## src/rtl/instr_fetch_unit_pkg.sv

```systemverilog
`default_nettype none
// ============================================================================
// Module : instr_fetch_unit_pkg
// Desc   : Shared fetch-stage state encoding and reset-address default.
// Rev    : 1.0  initial release
// ============================================================================
package instr_fetch_unit_pkg;

    typedef logic [1:0] fetch_state_t;

    localparam fetch_state_t c_ST_IDLE = 2'd0;
    localparam fetch_state_t c_ST_WAIT = 2'd1;
    localparam fetch_state_t c_ST_HOLD = 2'd2;

    localparam logic [31:0] c_RESET_PC = 32'h0000_0000;

endpackage
`default_nettype wire

```

## src/rtl/fetch_skid_buf.sv

```systemverilog
`default_nettype none
// ============================================================================
// Module : fetch_skid_buf
// Desc   : One-entry data+valid holding register with load/drain/flush.
// Rev    : 1.0  initial release
// ============================================================================
module fetch_skid_buf #(
    parameter int W = 32
) (
    input  logic         clk,
    input  logic         arst,
    input  logic         i_load,
    input  logic         i_drain,
    input  logic         i_flush,
    input  logic [W-1:0] i_data,
    output logic [W-1:0] o_data,
    output logic         o_valid
);

    logic [W-1:0] r_data;
    logic         r_valid;

    // Flush outranks load so a squashed entry can never be revived.
    always_ff @(posedge clk or posedge arst) begin
        if (arst) begin
            r_data  <= '0;
            r_valid <= 1'b0;
        end else if (i_flush) begin
            r_valid <= 1'b0;
        end else if (i_load) begin
            r_data  <= i_data;
            r_valid <= 1'b1;
        end else if (i_drain) begin
            r_valid <= 1'b0;
        end
    end

    assign o_data  = r_data;
    assign o_valid = r_valid;

endmodule
`default_nettype wire

```

## src/rtl/instr_fetch_unit.sv

```systemverilog
`default_nettype none
// ============================================================================
// Module : instr_fetch_unit
// Desc   : Fetch address generator with 1-cycle SRAM tracking, skid, redirect.
// Rev    : 1.0  initial release
// ============================================================================
module instr_fetch_unit
    import instr_fetch_unit_pkg::*;
#(
    parameter int                DATA_W   = 32,
    parameter logic [DATA_W-1:0] RESET_PC = DATA_W'(c_RESET_PC)
) (
    input  logic              clk,
    input  logic              arst,
    input  logic              enable,
    input  logic              stall,
    input  logic              redirect,
    input  logic [DATA_W-1:0] redirect_pc,
    output logic [DATA_W-1:0] imem_addr,
    output logic              imem_ren,
    input  logic [DATA_W-1:0] imem_rdata,
    output logic              if_valid,
    output logic [DATA_W-1:0] if_instr,
    output logic [DATA_W-1:0] if_pc_plus4,
    output logic              misalign_err,
    output logic [31:0]       fetch_count
);

    fetch_state_t      r_state;
    logic [DATA_W-1:0] r_pc;
    logic [DATA_W-1:0] r_resp_pc4;
    logic              r_misalign;
    logic [31:0]       r_fetch_count;

    logic              w_go;
    logic              w_in_wait;
    logic              w_in_hold;
    logic              w_issue;
    logic              w_deliver;
    logic [DATA_W-1:0] w_pc_plus4;
    logic [DATA_W-1:0] w_skid_data;
    logic              w_skid_valid;

    assign w_go       = enable & ~stall;
    assign w_in_wait  = (r_state == c_ST_WAIT);
    assign w_in_hold  = (r_state == c_ST_HOLD);
    assign w_issue    = ~redirect & w_go;
    assign w_pc_plus4 = r_pc + DATA_W'(4);

    assign if_valid  = (w_in_wait | w_in_hold) & ~redirect;
    assign w_deliver = if_valid & w_go;

    fetch_skid_buf #(
        .W (DATA_W)
    ) u_skid (
        .clk     (clk),
        .arst    (arst),
        .i_load  (w_in_wait & ~redirect & ~w_go),
        .i_drain (w_in_hold & w_issue),
        .i_flush (redirect),
        .i_data  (imem_rdata),
        .o_data  (w_skid_data),
        .o_valid (w_skid_valid)
    );

    always_ff @(posedge clk or posedge arst) begin
        if (arst) begin
            r_state       <= c_ST_IDLE;
            r_pc          <= RESET_PC;
            r_resp_pc4    <= '0;
            r_misalign    <= 1'b0;
            r_fetch_count <= '0;
        end else begin
            if (redirect) begin
                r_state <= c_ST_IDLE;
                r_pc    <= {redirect_pc[DATA_W-1:2], 2'b00};
                if (redirect_pc[1:0] != 2'b00) begin
                    r_misalign <= 1'b1;
                end
            end else if (w_go) begin
                r_state    <= c_ST_WAIT;
                r_pc       <= w_pc_plus4;
                r_resp_pc4 <= w_pc_plus4;
            end else if (w_in_wait) begin
                r_state <= c_ST_HOLD;
            end

            if (w_deliver) begin
                r_fetch_count <= r_fetch_count + 32'd1;
            end
        end
    end

    // Strobe is masked by reset directly so no read escapes while arst is high.
    assign imem_ren     = w_issue & ~arst;
    assign imem_addr    = r_pc;
    assign if_instr     = w_skid_valid ? w_skid_data
                        : (w_in_wait ? imem_rdata : '0);
    assign if_pc_plus4  = r_resp_pc4;
    assign misalign_err = r_misalign;
    assign fetch_count  = r_fetch_count;

endmodule
`default_nettype wire
```

## config.mk

```make
export PLATFORM = sky130hd
export DESIGN_NAME = instr_fetch_unit
export DESIGN_NICKNAME = d
export VERILOG_FILES = /design/src/rtl/instr_fetch_unit_pkg.sv /design/src/rtl/fetch_skid_buf.sv /design/src/rtl/instr_fetch_unit.sv
export SDC_FILE = /design/constraint.sdc
export NUM_CORES = 1
export LEC_CHECK = 0
export BUFFER_PORTS_ARGS = -buffer_cell sky130_fd_sc_hd__buf_2
export CORE_AREA = 2 2 114 116
export DETAILED_ROUTE_END_ITERATION = 7
export DIE_AREA = 0 0 116 118
export PLACE_DENSITY_LB_ADDON = 0.12
export SLEW_MARGIN = 20
export SYNTH_ARGS = -nofsm -noshare
export SYNTH_HDL_FRONTEND = slang
export SYNTH_SLANG_ARGS = --single-unit
```

## constraint.sdc

```tcl
create_clock -name clk -period 5.21 [get_ports clk]
set_input_delay 1.042 -clock clk [delete_from_list [all_inputs] [get_ports clk]]
set_output_delay 1.042 -clock clk [all_outputs]
set_load 0.1 [all_outputs]
```

# ---- Yosys cells after proc, flatten, opt, wreduce, memory -nomap -nowiden
# Cells that the tools add are included.
dict set report totals {
  in_bits 69
  out_inout_bits 131
  ff_bits 132
  wordCells 41
}
dict set report op_classes {
  bitwise 13
  add_sub_neg 2
  n_eq_ne 2
  muxes 10
  n_reduce_logical 7
}
# operator n
set ops {}
lappend ops {{32-bit two-way mux} 4}
lappend ops {{32-bit by 1-bit adder with 32-bit output (second input constant)} 1}
lappend ops {{32-bit by 3-bit adder with 32-bit output (second input constant)} 1}
lappend ops {{1-bit bitwise AND} 8}
lappend ops {{2-bit two-way mux} 3}
lappend ops {{2-bit AND reduction} 3}
lappend ops {{3-bit nonzero test} 2}
lappend ops {{1-bit inverter} 4}
lappend ops {{2-bit nonzero test} 2}
lappend ops {{1-bit two-way mux} 3}
lappend ops {{2-bit by 1-bit equality test with 1-bit output (second input constant)} 1}
lappend ops {{2-bit equality test (second input constant)} 1}
lappend ops {{1-bit bitwise OR} 1}

# ---- Depth between registers and ports, before layout
# Gate-level depths: netlist of the first run.
dict set report logic_depth {
  depth_word 7
  ltp_mapped 9
  depth_no_buf 7
}

# ---- By module
# A second synthesis of the first run with hierarchy kept.
dict set report hier_totals {
  cells_unflattened 637
  hier_area_um2 6652.6
}
# module seq_area_each_um2 area_per_inst_um2 cells_per_inst n_inst
set by_module_without_submodules {}
lappend by_module_without_submodules {instr_fetch_unit 2377.3 5250.0 563 1}
lappend by_module_without_submodules {fetch_skid_buf 825.8 1402.6 74 1}

# ---- Worst setup path after synthesis of the first run
# Ideal clock, no wire load.
dict set report synth_path {
  kind {input -> output}
  from {in redirect}
  to {out imem_ren}
  t_arrival_ns 3.522
  slack_ns 0.646
  cell_stages 3
  path_buffers 2
  required_time_ns 4.168
  cell_sequence {clkbuf_1 -> buf_1 -> nor3_1}
}
dict set report synth_between {
  elab_chain_cells 3
}
# item line_no
set synth_lines {}
lappend synth_lines {{start, declared} instr_fetch_unit.sv:17} ;# input logic redirect,
lappend synth_lines {{1-bit inverter (no source line)} -}
lappend synth_lines {{1-bit bitwise AND} instr_fetch_unit.sv:47} ;# assign w_issue = ~redirect & w_go;
lappend synth_lines {{1-bit bitwise AND} instr_fetch_unit.sv:95} ;# assign imem_ren = w_issue & ~arst;
lappend synth_lines {{end, declared} instr_fetch_unit.sv:20} ;# output logic imem_ren,
# No other way between the ends.

# ---- Worst setup path in the final report of the first run
dict set report layout_path {
  from {reg r_state[1]}
  to {out if_instr[9]}
}
dict set report layout_between {
  elab_chain_cells 3
}
# item line_no
set layout_lines {}
lappend layout_lines {{start, declared} instr_fetch_unit.sv:29} ;# fetch_state_t r_state;
lappend layout_lines {{start signal, assigned} instr_fetch_unit.sv:68} ;# r_state <= c_ST_IDLE;
lappend layout_lines {{start signal, assigned} instr_fetch_unit.sv:75} ;# r_state <= c_ST_IDLE;
lappend layout_lines {{start signal, assigned} instr_fetch_unit.sv:81} ;# r_state <= c_ST_WAIT;
lappend layout_lines {{2-bit by 1-bit equality test with 1-bit output} instr_fetch_unit.sv:45} ;# assign w_in_wait = (r_state == c_ST_WAIT);
lappend layout_lines {{32-bit two-way mux} instr_fetch_unit.sv:98} ;# : (w_in_wait ? imem_rdata : '0);
lappend layout_lines {{32-bit two-way mux} instr_fetch_unit.sv:97} ;# assign if_instr = w_skid_valid ? w_skid_data
lappend layout_lines {{end, declared} instr_fetch_unit.sv:23} ;# output logic [DATA_W-1:0] if_instr,
# No other way between the ends.

==> results of run 1 <==
==> per-stage QoR <==
stage | cells | hold WS [ns] | utilization (%)
after floorplan | 646 | 0.479 | -
after global placement | 980 | 0.452 | 60.1
after detailed placement | 980 | 0.464 | 60.1
after CTS | 1011 | 0.478 | 64.9
after global routing | 1011 | 0.506 | 65.0
final | 1011 | 0.464 | 65.0
==> area by class of cell <==
class                           count  share of cell area [%]
Tap cell                          172                    2.67
Clock inverter                      5                   0.930
Timing Repair Buffer              202                    12.7
Inverter                            8                   0.403
Sequential cell                   128                    39.7
Clock buffer                       26                    6.43
Multi-Input combinational cell    470                    37.2
==> per-layer routing <==
metal | track usage, % | share of wire (%) | routed length [um] | vias to the layer above
li1 | - | - | - | 2573
met1 | 30.3 | 43 | 6600 | 2579
met2 | 36.4 | 49 | 7480 | 170
met3 | 6.18 | 6.5 | 997 | 23
met4 | 8.26 | 1.7 | 258 | 0
met5 | 0 | 0 | 0 | -
==> registers in the layout (all words and copies together), names as in the netlist <==
name / count
fetch_count: 32
r_state: 2
if_pc_plus4: 30
misalign_err: 1
imem_addr: 30
u_skid.o_data: 32
u_skid.o_valid: 1
==> cell families (layout without fill, tap and decap cells) <==
kind of cell	after synthesis	after routing
buffers and inverters	48	241
AOI/OAI and AO/OA	96	96
DFF	128	128
adders and majority gates	4	4
muxes	36	36
xor gates and xnor gates	87	87
and+or+nand+nor	243	243
other	1	4
==> synthesized netlist by cell type, drive strengths merged (7+ instances only) <==
library cell | number | area (um^2)
nor2 | 56 | 210
nand2 | 83 | 312
buf | 20 | 110
xnor2 | 52 | 455
o21ai | 46 | 230
clkbuf | 20 | 75.1
xor2 | 35 | 314
mux2 | 35 | 394
nand4 | 23 | 144
a22o | 17 | 149
inv | 8 | 30.0
nor4 | 7 | 73.8
a21oi | 31 | 155
dfrtp | 128 | 3200
nand3 | 33 | 175
nor3 | 13 | 70.1
==> worst max-delay path, cell delays in order (launching register included) <==
cell and delay (ns):
dfrtp_1 0.39, inv_1 0.07, ha_1 0.58, nor2b_2 0.69
a22o_1 0.23, buf_2 0.42
==> power breakdown <==
part,switching (mW),leakage (nW),internal (mW)
sequential,0.122,1.57,1.15
combinational,1.09,1.88,0.248
clock,0.401,0.296,0.775
total,1.61,3.74,2.17
==> worst min-delay path by stage <==
stage	from	to	slack [ns]	cells after the start
after floorplan	u_skid.o_data[16]	u_skid.o_data[16]	0.48	1
after global placement	misalign_err	misalign_err	0.45	1
after detailed placement	misalign_err	misalign_err	0.46	1
after CTS	fetch_count[31]	fetch_count[31]	0.48	1
after global routing	fetch_count[31]	fetch_count[31]	0.51	1
final	fetch_count[31]	fetch_count[31]	0.46	1
==> results.sh, run 1 <==
export IMPL_status="finished clean"
export IMPL_initial_core_util_pct=51.4
export IMPL_dp_slack_ns=1.48
export IMPL_p_leak_nw=3.74
export IMPL_r2r_cells=7
export IMPL_clockBufferDepth=2
export IMPL_finClkSkew_ns=0.00688
export IMPL_post_cts_resized=0
export IMPL_synth_top_family_by_area="simple AND/OR/NAND/NOR gates"
export IMPL_syn_area_per_cell_um2=9.92
export IMPL_grt_overflow=0
export IMPL_cts_sink_count=128
export IMPL_drt_iter0_drc=303
export IMPL_power_density_nw_per_um2=469
export IMPL_crit_end="if_instr[9]"
export IMPL_clock_latency_ns=0.41
export IMPL_tns_ns=0
export IMPL_vdd_drop_max_mv=0.247
export IMPL_post_route_period_util_pct=73.7
export IMPL_synth_area_um2=6380
export IMPL_routed_wl_um=15300
export IMPL_die_area_um2=13700
export IMPL_die_h_um=118
export IMPL_nets=900
export IMPL_ys_ff_latch=128
export IMPL_finalPower_mw=3.78
export IMPL_ys_warn_count=0
export IMPL_timing_fmax_ghz=0.260
export IMPL_finalSetupViolations=0
export IMPL_worst_setup_path_end_kind="output port"
export IMPL_gr_usage_all_layers_pct=23.0
export IMPL_ant_nets=0
export IMPL_die_w_um=116
export IMPL_synthCells=643
export IMPL_final_cell_area_um2=8070
export IMPL_reg2reg_to="fetch_count[29]"
export IMPL_async_flop_share_pct=100
export IMPL_dp_hpwl_um=10800
export IMPL_max_slew_margin_rel_pct=46.0
export IMPL_crit_required_ns=4.17
export IMPL_drtPass1Iterations=4
export IMPL_synth_flop_cell="dfrtp_1"
export IMPL_synth_edf_count=0
export IMPL_crit_reg2reg_launch="r_state[0]"
export IMPL_arrival_ns=2.80
export IMPL_rows=41
export IMPL_post_cts_setup_buffers=0
export IMPL_num_vias=5345
export IMPL_grt_pass1_wl_um=25100
export IMPL_regToRegSetupSlack_ns=2.59
export IMPL_place_gp_congestion=0.806
export IMPL_hold_viol=0
export IMPL_hold_buffers=0
export IMPL_slew_violations=0
export IMPL_critPathMaxFanout=20
export IMPL_num_antenna_cells=0
export IMPL_min_period_ns=3.84
export IMPL_hold_class="flop to flop"
export IMPL_cts_root_buf="clkbuf_16"
export IMPL_multi_input_area_um2=3000
export IMPL_muxShareOfSynthArea_pct=6.33
export IMPL_setup_ws_ns=1.37
export IMPL_final_seq_area_um2=3200
export IMPL_core_um2=12400
export IMPL_rsz0062_at_grt="false"
export IMPL_layout_drive_gt1_share_pct=33.3
export IMPL_io_pins=200
export IMPL_cp_start_kind="flop"
export IMPL_startpoint="r_state[1]"
export IMPL_synth_xor_area_share_pct=12.1
export IMPL_synthSimpleGateAreaFrac_pct=18.6
export IMPL_synthAdderAreaFrac_pct=0.784
export IMPL_synth_compound_area_share_pct=8.59
export IMPL_yosysUniqueCellTypes=39
export IMPL_cts_max_level=4
export IMPL_grt_pass1_vias=5131
export IMPL_crit_type="flop to output port"
export IMPL_wl_per_cell_um=15.2
export IMPL_tightest_slew_ns=0.802
export IMPL_ys_seq_area_share_pct=50.2
export IMPL_place_area_um2=7470
export IMPL_numCtsBuffers=17
export IMPL_layout_common_cells="195 x buf_2, 128 x dfrtp_1, 83 x nand2_1"
export IMPL_drc=0
export IMPL_avgViaCountPerCell=5.29
export IMPL_cts_tree="yes"
export IMPL_area_delta_synth_final_pct=26.5
export IMPL_io_buffers=195
export IMPL_antenna_found_initial=0
export IMPL_final_common_cell="buf_2"
export IMPL_max_cap_violations=0
export IMPL_nFillCells=1057
export IMPL_clkTransAtPathRegs_ns=0.05
export IMPL_grt_max_degree=63
No activity file was read; power rests on OpenSTA's default activity.
==> inputs of run 2 (changes only) <==
ABC_AREA = 1   (was unset)
CORE_AREA = 2 2 117 119   (was 2 2 114 116)
DIE_AREA = 0 0 119 121   (was 0 0 116 118)
clock period = 3.65 ns   (was 5.21 ns; I/O delays follow)
==> results.sh, run 2 <==
export IMPL_synth_edf_count=0
export IMPL_rsz0062_at_grt="false"
export IMPL_clock_latency_ns=0.41
export IMPL_cts_tree="yes"
export IMPL_antenna_found_initial=0
export IMPL_finalPower_mw=5.32
export IMPL_p_sw_share_pct=43.2
export IMPL_vdd_drop_max_mv=0.339
export IMPL_post_route_period_util_pct=88.1
export IMPL_gr_usage_all_layers_pct=25.2
export IMPL_synth_top_family_by_area="simple AND/OR/NAND/NOR gates"
export IMPL_async_flop_share_pct=100
export IMPL_synth_common_cells="337 x nand2_1, 128 x dfrtp_1, 109 x inv_1"
export IMPL_max_cap_violations=0
export IMPL_num_vias=6334
export IMPL_io_buffers=195
export IMPL_synth_flop_cell="dfrtp_1"
export IMPL_clkTransAtPathRegs_ns=0.05
export IMPL_yosysUniqueCellTypes=37
export IMPL_grt_overflow=0
export IMPL_syn_area_per_cell_um2=7.53
export IMPL_synthAdderAreaFrac_pct=0.728
export IMPL_critPathMaxFanout=29
export IMPL_numCtsBuffers=17
export IMPL_die_area_um2=14400
export IMPL_wl_per_cell_um=13.5
export IMPL_layout_drive_gt1_share_pct=23.7
export IMPL_post_cts_resized=0
export IMPL_status="finished clean"
export IMPL_finClkSkew_ns=0.00745
export IMPL_yosysMostFrequentCell="nand2_1"
export IMPL_grt_pass1_vias=5832
export IMPL_p_clk_share_pct=31.8
export IMPL_pwr_share_seq_pct=33.7
export IMPL_cts_sink_count=128
export IMPL_synthSimpleGateAreaFrac_pct=32.1
export IMPL_post_route_util_pct=65.6
export IMPL_synth_xor_area_share_pct=3.53
export IMPL_initial_core_util_pct=52.5
export IMPL_die_h_um=121
export IMPL_p_comb_share_pct=34.5
export IMPL_rows=42
export IMPL_p_switching_mw=2.30
export IMPL_io_pins=200
export IMPL_drc=0
export IMPL_ys_seq_area_share_pct=46.6
export IMPL_dp_hpwl_um=12600
export IMPL_hold_buffers=0
export IMPL_ys_warn_count=0
export IMPL_clockBufferDepth=2
export IMPL_hold_class="flop to flop"
export IMPL_crit_required_ns=2.92
export IMPL_ys_ff_latch=128
export IMPL_cts_max_level=4
export IMPL_nets=1178
export IMPL_num_antenna_cells=0
export IMPL_worst_setup_path_end_kind="output port"
export IMPL_area_delta_synth_final_pct=24.9
export IMPL_power_density_nw_per_um2=620
export IMPL_max_slew_margin_rel_pct=39.3
export IMPL_timing_fmax_ghz=0.311
export IMPL_synth_top_area_share_pct=46.6
export IMPL_grt_max_degree=129
export IMPL_grt_pass1_wl_um=29100
export IMPL_p_int_mw=3.03
export IMPL_drtPass1Iterations=5
export IMPL_post_cts_setup_buffers=0
export IMPL_ant_nets=0
export IMPL_avgViaCountPerCell=4.91
export IMPL_yosysTopAreaCell="dfrtp_1"
export IMPL_synth_area_um2=6870
export IMPL_routed_wl_um=17400
export IMPL_synthCells=913
export IMPL_core_um2=13100
export IMPL_hold_viol=0
export IMPL_min_period_ns=3.22
export IMPL_p_leak_nw=4.77
export IMPL_synth_area_leaders="dfrtp_1 47%, nand2_1 18%, o21ai_0 6.6%, inv_1 6.0%, nor2_1 3.8%"
export IMPL_place_gp_congestion=0.928
export IMPL_crit_type="flop to output port"
export IMPL_cts_root_buf="clkbuf_16"
export IMPL_final_common_cell="nand2_1"
export IMPL_arrival_ns=2.49
export IMPL_muxShareOfSynthArea_pct=0
export IMPL_synth_compound_area_share_pct=8.50
export IMPL_die_w_um=119
export IMPL_tightest_slew_ns=0.910
export IMPL_cp_start_kind="flop"
export IMPL_layout_common_cells="337 x nand2_1, 194 x buf_2, 128 x dfrtp_1"
export IMPL_finalSetupViolations=0
export IMPL_drt_iter0_drc=446
export IMPL_slew_violations=0
==> run 2: area by class of cell <==
cell class              instances  area, um^2
fillers                      1202        4500
multi-input cells             645        3100
well taps                     176         220
flip-flops and latches        128        3200
inverters                     112         424
clock buffers                  24         512
clock inverters                 5        77.6
repair buffers                201        1050
==> run 2: logic make-up (layout without fill, tap and decap cells) <==
family,Yosys count,in the layout
and+or+nand+nor,501,501
DFF,128,128
buffers and inverters,143,342
adders and majority gates,4,4
other,1,4
xor gates and xnor gates,26,26
AOI/OAI and AO/OA,110,110
==> run 2: critical path, stage by stage (launching register included) <==
cell     delay, ns
dfrtp_1       0.60
inv_1         0.12
buf_4         0.26
nand2_1       0.35
o21ai_0       0.28
buf_2         0.46
==> run 2: final timing paths <==
| check | startpoint | endpoint | slack, ns | depth (start not counted) |
|---|---|---|---|---|
| min in group asynchronous | arst | imem_addr[7] | 0.53 | 3 |
| max reg2reg | r_state[1] | u_skid.o_data[30] | 1.15 | 8 |
| max in group asynchronous | arst | fetch_count[19] | 2.62 | 3 |
| min reg2reg | if_pc_plus4[29] | if_pc_plus4[29] | 0.47 | 2 |
| min | if_pc_plus4[29] | if_pc_plus4[29] | 0.47 | 2 |
| max | u_skid.o_valid | if_instr[15] | 0.43 | 5 |
==> run 2: routing by layer <==
| layer | GRT usage (%) | share of wire (%) | vias up |
|---|---|---|---|
| li1 | - | - | 3222 |
| met2 | 38.6 | 45 | 216 |
| met4 | 6.55 | 0.64 | 0 |
| met3 | 5.31 | 6.3 | 7 |
| met5 | 0 | 0 | - |
| met1 | 36.6 | 48 | 2889 |
==> run 2: power by group through the flow <==
stage	Sequential, mW	Clock (mW)	Combinational (mW)
6_report	1.79	1.69	1.84
3_5_place_dp	1.82	0	1.84
4_1_cts	1.79	1.72	1.85
2_1_floorplan	2.61	0	0.721
5_1_grt	1.83	1.78	1.94
3_3_place_gp	1.81	0	1.83
==> run 2: stage by stage <==
stage                     worst slack [ns]  cell area (um^2)  instances  hold slack, ns  TNS [ns]
after global routing                 0.136              8580       1291           0.491         0
final                                0.433              8580       1291           0.472         0
after detailed placement             0.693              7990       1262           0.460         0
after CTS                            0.431              8580       1291           0.476         0
after global placement               0.780              7990       1262           0.451         0
after floorplan                     -0.212              6890        916           0.453     -2.45
==> inputs of run 3 (changes only) <==
RECOVER_POWER = 100   (was unset)
==> results.sh, run 3 (synthesis results as in run 2) <==
export IMPL_die_w_um=119
export IMPL_grt_max_degree=129
export IMPL_status="finished with violations"
export IMPL_cts_sink_count=128
export IMPL_timing_fmax_ghz=0.297
export IMPL_layout_common_cells="340 x nand2_1, 128 x dfrtp_1, 110 x inv_1"
export IMPL_reg2reg_to="u_skid.o_data[30]"
export IMPL_cts_root_buf="clkbuf_16"
export IMPL_numCtsBuffers=17
export IMPL_crit_chain="clkbuf_1, nor2_4, inv_1, nor2_1, buf_2"
export IMPL_layout_drive_gt1_share_pct=13.3
export IMPL_p_clk_share_pct=32.0
export IMPL_grt_pass1_vias=5832
export IMPL_routed_wl_um=17600
export IMPL_tightest_slew_ns=1.86
export IMPL_dp_slack_ns=0.693
export IMPL_place_gp_congestion=0.928
export IMPL_dp_hpwl_um=12600
export IMPL_finalSetupViolations=0
export IMPL_r2r_cells=8
export IMPL_cp_start_kind="input port"
export IMPL_core_um2=13100
export IMPL_p_comb_share_pct=34.0
export IMPL_post_cts_resized=0
export IMPL_cts_max_level=4
export IMPL_post_route_util_pct=63.4
export IMPL_die_h_um=121
export IMPL_gr_usage_all_layers_pct=25.2
export IMPL_slew_violations=165
export IMPL_regToRegSetupSlack_ns=1.14
export IMPL_cts_tree="yes"
export IMPL_crit_reg2reg_launch="r_state[1]"
export IMPL_setup_ws_ns=0.287
export IMPL_power_density_nw_per_um2=638
export IMPL_final_common_cell="nand2_1"
export IMPL_nets=1178
export IMPL_slowest_delay_ns=1.31
export IMPL_wl_per_cell_um=13.6
export IMPL_clock_latency_ns=0.41
export IMPL_drtPass1Iterations=7
export IMPL_hold_viol=0
export IMPL_drc=0
export IMPL_min_period_ns=3.36
export IMPL_hold_class="flop to flop"
export IMPL_finClkSkew_ns=0.00725
export IMPL_clockBufferDepth=2
export IMPL_p_leak_nw=4.24
export IMPL_die_area_um2=14400
export IMPL_avgViaCountPerCell=4.90
export IMPL_critPathMaxFanout=35
export IMPL_hold_path_end="if_pc_plus4[29]"
export IMPL_p_int_mw=2.99
export IMPL_post_route_period_util_pct=92.1
export IMPL_clkTransAtPathRegs_ns=0.05
export IMPL_worst_setup_path_end_kind="output port"
export IMPL_violations="capacitance limit, slew limit"
export IMPL_drt_iter0_drc=475
export IMPL_max_slew_margin_rel_pct=-24.2
export IMPL_p_sw_share_pct=43.6
export IMPL_slowest_stage="clkbuf_1"
export IMPL_min_from="if_pc_plus4[29]"
export IMPL_initial_core_util_pct=52.5
export IMPL_arrival_ns=2.63
export IMPL_worstHoldPathCells=2
export IMPL_crit_type="input port to output port"
export IMPL_p_switching_mw=2.30
export IMPL_io_buffers=195
export IMPL_grt_overflow=0
export IMPL_io_pins=200
export IMPL_post_cts_setup_buffers=0
export IMPL_num_vias=6330
export IMPL_antenna_found_initial=0
export IMPL_rsz0062_at_grt="false"
export IMPL_pwr_share_seq_pct=34.0
export IMPL_rows=42
export IMPL_max_cap_violations=2
export IMPL_vdd_drop_max_mv=0.336
export IMPL_hold_buffers=0
export IMPL_grt_pass1_wl_um=29100
export IMPL_ant_nets=0
export IMPL_crit_required_ns=2.92
export IMPL_num_antenna_cells=0
export IMPL_area_delta_synth_final_pct=20.7
-- run 3: area by class of cell --
cell class / count / area (um^2)
Fill cell: 1279 / 4790
Multi-Input combinational cell: 645 / 2960
Timing Repair Buffer: 201 / 892
Clock buffer: 24 / 512
Tap cell: 176 / 220
Inverter: 112 / 424
Clock inverter: 5 / 77.6
Sequential cell: 128 / 3200
-- run 3: through the flow --
| stage | cells | TNS (ns) | hold slack, ns | instance area [um^2] | power, mW |
|---|---|---|---|---|---|
| after global placement | 1262 | 0 | 0.451 | 7990 | 3.64 |
| after detailed placement | 1262 | 0 | 0.460 | 7990 | 3.66 |
| after CTS | 1291 | 0 | 0.476 | 8580 | 5.36 |
| final | 1291 | 0 | 0.477 | 8290 | 5.29 |
| after floorplan | 916 | -2.45 | 0.453 | 6890 | 3.34 |
| after global routing | 1291 | 0 | 0.494 | 8290 | 5.51 |
-- run 3: routing by layer --
metal	vias up	track usage [%]	routed length, um
li1	3216	-	-
met1	2909	36.6	8490
met2	193	38.6	7930
met3	12	5.31	1000
met4	0	6.55	138
met5	-	0	0
-- run 3: how the worst max path moves through the flow --
stage,startpoint,end,cells past startpoint
after global placement,redirect,u_skid.o_data[14],7
after global routing,u_skid.o_valid,if_instr[4],5
after CTS,u_skid.o_valid,if_instr[8],5
after detailed placement,redirect,u_skid.o_data[30],7
after floorplan,r_state[1],if_instr[10],6
final,redirect,imem_ren,5
-- run 3: power by group through the flow --
stage          Clock (mW)  Combinational, mW  Sequential, mW
2_1_floorplan           0              0.721            2.61
3_3_place_gp            0               1.83            1.81
3_5_place_dp            0               1.84            1.82
4_1_cts              1.72               1.85            1.79
5_1_grt              1.78               1.90            1.83
6_report             1.69               1.80            1.80
-- run 3: critical path: cells and delay by family --
family,cells,cell delay [ns]
simple gates,2,0.13
buf+inv,3,1.75
